--- src/rtl/mips_pkg.sv ---
// rtl/mips_pkg.sv - shared widths and the multiplier writeback entry type.
package mips_pkg;

  localparam int REG_W  = 5;
  localparam int DATA_W = 32;

  // live=0 marks an entry that still occupies a slot but must not write the register file
  typedef struct packed {
    logic [REG_W-1:0]  dest;
    logic [DATA_W-1:0] data;
    logic              live;
  } wb_entry_t;

endpackage

--- src/rtl/writeback_arbiter_if.sv ---
// rtl/writeback_arbiter_if.sv - MEM/WB, multiplier, hazard and register-file port bundle.
interface writeback_arbiter_if;
  import mips_pkg::*;

  logic              mem_valid;
  logic              mem_reg_write;
  logic              mem_to_reg;
  logic [REG_W-1:0]  mem_write_reg;
  logic [DATA_W-1:0] mem_alu_result;
  logic [DATA_W-1:0] mem_read_data;

  logic              mul_valid;
  logic              mul_ready;
  logic [REG_W-1:0]  mul_dest;
  logic [DATA_W-1:0] mul_result;

  logic [REG_W-1:0]  rs;
  logic [REG_W-1:0]  rt;
  logic              pend_rs_hit;
  logic              pend_rt_hit;
  logic              wb_stall;

  logic              RegWrite;
  logic [REG_W-1:0]  WriteReg;
  logic [DATA_W-1:0] WriteData;

  modport master (
    output mem_valid, mem_reg_write, mem_to_reg, mem_write_reg, mem_alu_result, mem_read_data,
    output mul_valid, mul_dest, mul_result, rs, rt,
    input  mul_ready, pend_rs_hit, pend_rt_hit, wb_stall, RegWrite, WriteReg, WriteData
  );

  modport slave (
    input  mem_valid, mem_reg_write, mem_to_reg, mem_write_reg, mem_alu_result, mem_read_data,
    input  mul_valid, mul_dest, mul_result, rs, rt,
    output mul_ready, pend_rs_hit, pend_rt_hit, wb_stall, RegWrite, WriteReg, WriteData
  );

endinterface

--- src/rtl/wb_mul_fifo.sv ---
// rtl/wb_mul_fifo.sv - multiplier result FIFO with destination squash and hazard match.
module wb_mul_fifo
  import mips_pkg::*;
#(
  parameter int DEPTH = 2
) (
  input  logic             clk,
  input  logic             rst,
  input  logic             i_push,
  input  wb_entry_t        i_push_entry,
  input  logic             i_pop,
  input  logic             i_squash_en,
  input  logic [REG_W-1:0] i_squash_dest,
  input  logic [REG_W-1:0] i_rs,
  input  logic [REG_W-1:0] i_rt,
  output wb_entry_t        o_head,
  output logic             o_full,
  output logic             o_empty,
  output logic             o_rs_hit,
  output logic             o_rt_hit
);

  localparam int PTR_W = (DEPTH > 1) ? $clog2(DEPTH) : 1;
  localparam int CNT_W = $clog2(DEPTH + 1);

  wb_entry_t        r_mem [DEPTH];
  logic [PTR_W-1:0] r_rd_ptr;
  logic [PTR_W-1:0] r_wr_ptr;
  logic [CNT_W-1:0] r_count;

  assign o_head  = r_mem[r_rd_ptr];
  assign o_full  = (r_count == CNT_W'(DEPTH));
  assign o_empty = (r_count == '0);

  // Popped slots drop live, so live alone identifies pending, still-valid results
  always_ff @(posedge clk) begin
    if (rst) begin
      r_rd_ptr <= '0;
      r_wr_ptr <= '0;
      r_count  <= '0;
      for (int i = 0; i < DEPTH; i++) begin
        r_mem[i] <= '0;
      end
    end else begin
      if (i_squash_en) begin
        for (int i = 0; i < DEPTH; i++) begin
          if (r_mem[i].dest == i_squash_dest) begin
            r_mem[i].live <= 1'b0;
          end
        end
      end
      if (i_pop) begin
        r_mem[r_rd_ptr].live <= 1'b0;
        r_rd_ptr             <= r_rd_ptr + PTR_W'(1);
      end
      if (i_push) begin
        r_mem[r_wr_ptr] <= i_push_entry;
        r_wr_ptr        <= r_wr_ptr + PTR_W'(1);
      end
      case ({i_push, i_pop})
        2'b10:   r_count <= r_count + CNT_W'(1);
        2'b01:   r_count <= r_count - CNT_W'(1);
        default: r_count <= r_count;
      endcase
    end
  end

  always_comb begin
    o_rs_hit = 1'b0;
    o_rt_hit = 1'b0;
    for (int i = 0; i < DEPTH; i++) begin
      if (r_mem[i].live && (r_mem[i].dest == i_rs)) o_rs_hit = 1'b1;
      if (r_mem[i].live && (r_mem[i].dest == i_rt)) o_rt_hit = 1'b1;
    end
    if (i_rs == '0) o_rs_hit = 1'b0;
    if (i_rt == '0) o_rt_hit = 1'b0;
  end

endmodule

--- src/rtl/writeback_arbiter.sv ---
// rtl/writeback_arbiter.sv - MEM/WB register, write-port arbitration and starvation guard.
module writeback_arbiter
  import mips_pkg::*;
#(
  parameter int DEPTH        = 2,
  parameter int STARVE_LIMIT = 4
) (
  input  logic                clk,
  input  logic                rst,
  writeback_arbiter_if.slave  bus
);

  localparam int SW = $clog2(STARVE_LIMIT + 1);

  logic              w_pipe_wr;
  logic              w_pop;
  logic              w_push;
  logic              w_ready;
  logic              w_full;
  logic              w_empty;
  logic              w_rs_hit;
  logic              w_rt_hit;
  wb_entry_t         w_head;
  wb_entry_t         w_push_entry;
  logic [SW-1:0]     w_starve_next;

  logic              r_reg_write;
  logic [REG_W-1:0]  r_write_reg;
  logic [DATA_W-1:0] r_write_data;
  logic [SW-1:0]     r_starve;
  logic              r_stall;

  assign w_pipe_wr = bus.mem_valid & bus.mem_reg_write & (bus.mem_write_reg != '0);
  assign w_pop     = ~w_pipe_wr & ~w_empty;
  assign w_ready   = ~w_full & ~rst;
  assign w_push    = bus.mul_valid & w_ready;

  // A same-cycle pipeline write to the same register is younger, so the new entry is born dead
  always_comb begin
    w_push_entry.dest = bus.mul_dest;
    w_push_entry.data = bus.mul_result;
    w_push_entry.live = (bus.mul_dest != '0) &
                        ~(w_pipe_wr & (bus.mul_dest == bus.mem_write_reg));
  end

  wb_mul_fifo #(
    .DEPTH (DEPTH)
  ) u_fifo (
    .clk           (clk),
    .rst           (rst),
    .i_push        (w_push),
    .i_push_entry  (w_push_entry),
    .i_pop         (w_pop),
    .i_squash_en   (w_pipe_wr),
    .i_squash_dest (bus.mem_write_reg),
    .i_rs          (bus.rs),
    .i_rt          (bus.rt),
    .o_head        (w_head),
    .o_full        (w_full),
    .o_empty       (w_empty),
    .o_rs_hit      (w_rs_hit),
    .o_rt_hit      (w_rt_hit)
  );

  always_ff @(posedge clk) begin
    if (rst) begin
      r_reg_write  <= 1'b0;
      r_write_reg  <= '0;
      r_write_data <= '0;
    end else if (w_pipe_wr) begin
      r_reg_write  <= 1'b1;
      r_write_reg  <= bus.mem_write_reg;
      r_write_data <= bus.mem_to_reg ? bus.mem_read_data : bus.mem_alu_result;
    end else if (w_pop) begin
      r_reg_write <= w_head.live;
      if (w_head.live) begin
        r_write_reg  <= w_head.dest;
        r_write_data <= w_head.data;
      end
    end else begin
      r_reg_write <= 1'b0;
    end
  end

  always_comb begin
    w_starve_next = '0;
    if (~w_empty & ~w_pop) begin
      w_starve_next = (r_starve == SW'(STARVE_LIMIT)) ? r_starve : r_starve + SW'(1);
    end
  end

  // Stall latches once the head has waited the limit and is released only by a pop
  always_ff @(posedge clk) begin
    if (rst) begin
      r_starve <= '0;
      r_stall  <= 1'b0;
    end else begin
      r_starve <= w_starve_next;
      r_stall  <= ~w_pop & (r_stall | (w_starve_next >= SW'(STARVE_LIMIT)));
    end
  end

  assign bus.mul_ready   = w_ready;
  assign bus.pend_rs_hit = w_rs_hit;
  assign bus.pend_rt_hit = w_rt_hit;
  assign bus.wb_stall    = r_stall;
  assign bus.RegWrite    = r_reg_write;
  assign bus.WriteReg    = r_write_reg;
  assign bus.WriteData   = r_write_data;

endmodule

--- src/flat_wrapper.sv ---
// flat-port wrapper written by rule: the top's interface ports become plain ports
module writeback_arbiter_flat import mips_pkg::*;
#(
  parameter int DEPTH        = 2,
  parameter int STARVE_LIMIT = 4
)
  (clk, rst, bus_mem_valid, bus_mem_reg_write, bus_mem_to_reg, bus_mem_write_reg, bus_mem_alu_result, bus_mem_read_data, bus_mul_valid, bus_mul_dest, bus_mul_result, bus_rs, bus_rt, bus_mul_ready, bus_pend_rs_hit, bus_pend_rt_hit, bus_wb_stall, bus_RegWrite, bus_WriteReg, bus_WriteData);
  writeback_arbiter_if bus_i ();
  input  logic clk;
  input  logic rst;
  input wire logic [$bits(bus_i.mem_valid)-1:0] bus_mem_valid;
  input wire logic [$bits(bus_i.mem_reg_write)-1:0] bus_mem_reg_write;
  input wire logic [$bits(bus_i.mem_to_reg)-1:0] bus_mem_to_reg;
  input wire logic [$bits(bus_i.mem_write_reg)-1:0] bus_mem_write_reg;
  input wire logic [$bits(bus_i.mem_alu_result)-1:0] bus_mem_alu_result;
  input wire logic [$bits(bus_i.mem_read_data)-1:0] bus_mem_read_data;
  input wire logic [$bits(bus_i.mul_valid)-1:0] bus_mul_valid;
  input wire logic [$bits(bus_i.mul_dest)-1:0] bus_mul_dest;
  input wire logic [$bits(bus_i.mul_result)-1:0] bus_mul_result;
  input wire logic [$bits(bus_i.rs)-1:0] bus_rs;
  input wire logic [$bits(bus_i.rt)-1:0] bus_rt;
  output wire logic [$bits(bus_i.mul_ready)-1:0] bus_mul_ready;
  output wire logic [$bits(bus_i.pend_rs_hit)-1:0] bus_pend_rs_hit;
  output wire logic [$bits(bus_i.pend_rt_hit)-1:0] bus_pend_rt_hit;
  output wire logic [$bits(bus_i.wb_stall)-1:0] bus_wb_stall;
  output wire logic [$bits(bus_i.RegWrite)-1:0] bus_RegWrite;
  output wire logic [$bits(bus_i.WriteReg)-1:0] bus_WriteReg;
  output wire logic [$bits(bus_i.WriteData)-1:0] bus_WriteData;
  assign bus_i.mem_valid = bus_mem_valid;
  assign bus_i.mem_reg_write = bus_mem_reg_write;
  assign bus_i.mem_to_reg = bus_mem_to_reg;
  assign bus_i.mem_write_reg = bus_mem_write_reg;
  assign bus_i.mem_alu_result = bus_mem_alu_result;
  assign bus_i.mem_read_data = bus_mem_read_data;
  assign bus_i.mul_valid = bus_mul_valid;
  assign bus_i.mul_dest = bus_mul_dest;
  assign bus_i.mul_result = bus_mul_result;
  assign bus_i.rs = bus_rs;
  assign bus_i.rt = bus_rt;
  assign bus_mul_ready = bus_i.mul_ready;
  assign bus_pend_rs_hit = bus_i.pend_rs_hit;
  assign bus_pend_rt_hit = bus_i.pend_rt_hit;
  assign bus_wb_stall = bus_i.wb_stall;
  assign bus_RegWrite = bus_i.RegWrite;
  assign bus_WriteReg = bus_i.WriteReg;
  assign bus_WriteData = bus_i.WriteData;
  writeback_arbiter #(.DEPTH(DEPTH), .STARVE_LIMIT(STARVE_LIMIT)) u_core (.clk(clk), .rst(rst), .bus(bus_i));
endmodule
--- config.mk ---
export PLATFORM = sky130hd
export DESIGN_NAME = writeback_arbiter_flat
export DESIGN_NICKNAME = d
export VERILOG_FILES = /design/src/rtl/mips_pkg.sv /design/src/rtl/writeback_arbiter_if.sv /design/src/rtl/wb_mul_fifo.sv /design/src/rtl/writeback_arbiter.sv /design/src/flat_wrapper.sv
export SDC_FILE = /design/constraint.sdc
export NUM_CORES = 1
export LEC_CHECK = 0
export ABC_CLOCK_PERIOD_IN_PS = 5100
export CAP_MARGIN = 25
export CORE_MARGIN = 5
export CORE_UTILIZATION = 34
export CTS_CLUSTER_SIZE = 8
export DETAILED_ROUTE_END_ITERATION = 10
export DONT_BUFFER_PORTS = 1
export GPL_TIMING_DRIVEN = 0
export SLEW_MARGIN = 20
export SYNTH_ARGS = -nofsm -noshare
export SYNTH_HDL_FRONTEND = slang
export SYNTH_SLANG_ARGS = --single-unit
--- constraint.sdc ---
create_clock -name clk -period 5.1 [get_ports clk]
set_input_delay 1.02 -clock clk [delete_from_list [all_inputs] [get_ports clk]]
set_output_delay 1.02 -clock clk [all_outputs]
set_load 0.05 [all_outputs]
==> metrics.yaml <==
grt_pass1_vias: 4947
cts_tree: "done"
syn-num-nets: 702
syn_to_final_growth_pct: 15.6
synth_commonest_cells: "76 x edfxtp_1, 74 x and3_1, 47 x dfxtp_1"
row_count: 49
vias: 4658
dpl_cell_area_um2: 6660
synthMostInstantiatedCell: "edfxtp_1"
power_density_nw_per_um2: 521
worstPathMaxFanout: 3
rsz0062_at_grt: "false"
fillers: 1738
io_pins: 164
holdBufCountCts: 0
max-clock-path-buffers: 2
drc: 0
p_int_mw: 2.38
insertion_delay_ns: 0.42
core_um2: 18000
ir_drop_mv: 0.250
dr.first_iter.drc_count: 330
die_area_um2: 21200
post-route-period-util_pct: 68.2
r2r_cells: 4
skew_ns: 0.0102
nNetsFinal: 724
slew_viol_final: 0
die_x_um: 146
clkSinkCount: 123
fmax_mhz: 287
clk_pin_slew_ns: 0.06
overflow: 0
grtUsageTotal_pct: 17.4
dp_slack_ns: 1.63
maxCapViolCount: 0
end_kind: "output pin"
firstDrtPassIters: 5
yosys_warnings: 0
syn_area_per_cell_um2: 10.9
start_util_pct: 34.7
fin_ws_ns: 1.62
root_buffer: "clkbuf_16"
dp_cells: 809
hp-class: "reg -> reg"
cts_resized: 0
outcome: "completed"
place_hpwl_mm: 13.8
drt_wl_total_mm: 18.6
critPathRequiredTime_ns: 4.08
ys_seq_area_share_pct: 51.5
stdcell_area_um2: 7240
total_leakage_power_nw: 2.76
avgViaCountPerCell: 5.53
cts_buffers: 17
async_reset_ff_share_pct: 0
grt_antenna_before_repair: 1
die_h_um: 146
synth_edf_count: 76
cts-htree-levels: 4
antenna_left: 0
grt_pass1_wl_mm: 28.6
post_cts_buffers: 0
synth.distinct_cells: 42
critical_path_arrival_ns: 2.46
finalSetupViolCount: 0
hold_path_depth: 2
grt_max_degree: 21
pwr-share-seq_pct: 41.6
critPathKind: "in -> out"
p_sw_mw: 1.39
switching_share_pct: 36.9
tightest_slew_ns: 1.09
post_drt_wl_per_cell_um: 22.1
ys.flop_type: "edfxtp_1"
synth-seq-cells: 123
p_comb_share_pct: 26.6
synthTopCellsByArea: "edfxtp_1 36%, dfxtp_1 15%, and3_1 7.4%"
period_minus_slack_ns: 3.48
synth_top_area_cell: "edfxtp_1"
max_slew_margin_pct: 27.7
syn_area_um2: 6260
syn_inst: 577
place_congestion: 0.832
drive_gt1_share_pct: 16.5
whs_ns: 0.509
hold_viol_final: 0
setup_tns_ns: 0
netlist.area_leader.share_pct: 36.4
clockPowerShare_pct: 31.7
final_cells: 842
io_buffers: 0
cp-start-kind: "input port"
## registers in the layout, indices dropped and copies added, names as in the netlist, named ones only
register / count
u_core.bus.WriteReg: 5
u_core.bus.RegWrite: 1
u_core.u_fifo.r_mem: 76
u_core.u_fifo.r_wr_ptr: 1
u_core.bus.WriteData: 32
u_core.u_fifo.r_count: 2
u_core.u_fifo.r_rd_ptr: 1
u_core.r_starve: 3
u_core.bus.wb_stall: 1
## power by group through the flow
stage / Sequential [mW] / Clock [mW] / Combinational, mW
global placement: 1.59 / 0 / 0.966
floorplan: 1.56 / 0 / 0.738
detailed placement: 1.59 / 0 / 1.01
finish: 1.57 / 1.20 / 1.01
CTS: 1.57 / 1.21 / 1.02
global route: 1.59 / 1.26 / 1.10
## kinds of logic after synthesis
logic type | after synthesis | synth area share [%]
AO/OA/AOI/OAI | 121 | 10.6
XOR/XNOR | 38 | 5.31
adder cells (fa/ha/maj) | 3 | 0.599
buffers and inverters | 63 | 5.31
flip-flops | 123 | 51.5
multiplexers | 70 | 11.9
AND/OR/NAND/NOR | 159 | 14.8
## path summary, 6_finish.rpt
| path | start | to | slack, ns |
|---|---|---|---|
| max | bus_rt[0] | bus_pend_rt_hit | 1.62 |
| min | u_core.u_fifo.r_rd_ptr$_SDFFE_PP0P_ | register | 0.51 |
| max reg2reg | u_core.u_fifo.r_count[0]$_SDFFE_PP0P_ | u_core.u_fifo.r_mem[1][29]$_SDFFCE_PN0P_ | 3.13 |
| min reg2reg | u_core.u_fifo.r_rd_ptr$_SDFFE_PP0P_ | register | 0.51 |
## placed cells by master, fill, tap and decap left out, drive strengths merged, types with 6 or more instances in the layout
master / instances
edfxtp: 76
and3: 74
o21ai: 73
dfxtp: 47
nand3: 45
clkbuf: 45
a21oi: 37
mux2i: 36
mux2: 34
buf: 29
xor2: 23
xnor2: 15
nor2: 11
inv: 11
nor4: 10
nand2: 6
clkinv: 6
## final cells by class
class / count / area (µm²) / area share (%)
timing repair buffer: 3 / 82.6 / 1.14
clock inverter: 13 / 151 / 2.09
inverter: 11 / 41.3 / 0.570
multi-input combinational: 391 / 2730 / 37.7
buffer: 52 / 292 / 4.03
antenna: 1 / 2.50 / 0.0346
tap: 229 / 287 / 3.96
clock buffer: 19 / 433 / 5.98
sequential: 123 / 3220 / 44.5
## worst max-delay path, cell delays in order
cell	delay, ns
xor2_1	0.13
nor4_1	0.34
nand3_1	0.12
a21oi_1	0.86
## per-layer routing
layer | up-vias | track usage [%] | share of wire (%)
li1 | 2178 | - | -
met1 | 2274 | 20.9 | 41
met2 | 178 | 28.7 | 49
met3 | 28 | 5.98 | 7.6
met4 | 0 | 6.67 | 2.5
met5 | - | 0 | 0
## stage by stage
stage | utilization (%) | power [mW]
floorplan | - | 2.29
global route | 40.2 | 3.95
CTS | 40.2 | 3.80
detailed placement | 36.9 | 2.60
finish | 40.2 | 3.77
global placement | 36.3 | 2.56
No activity file was read; power rests on OpenSTA's default activity.
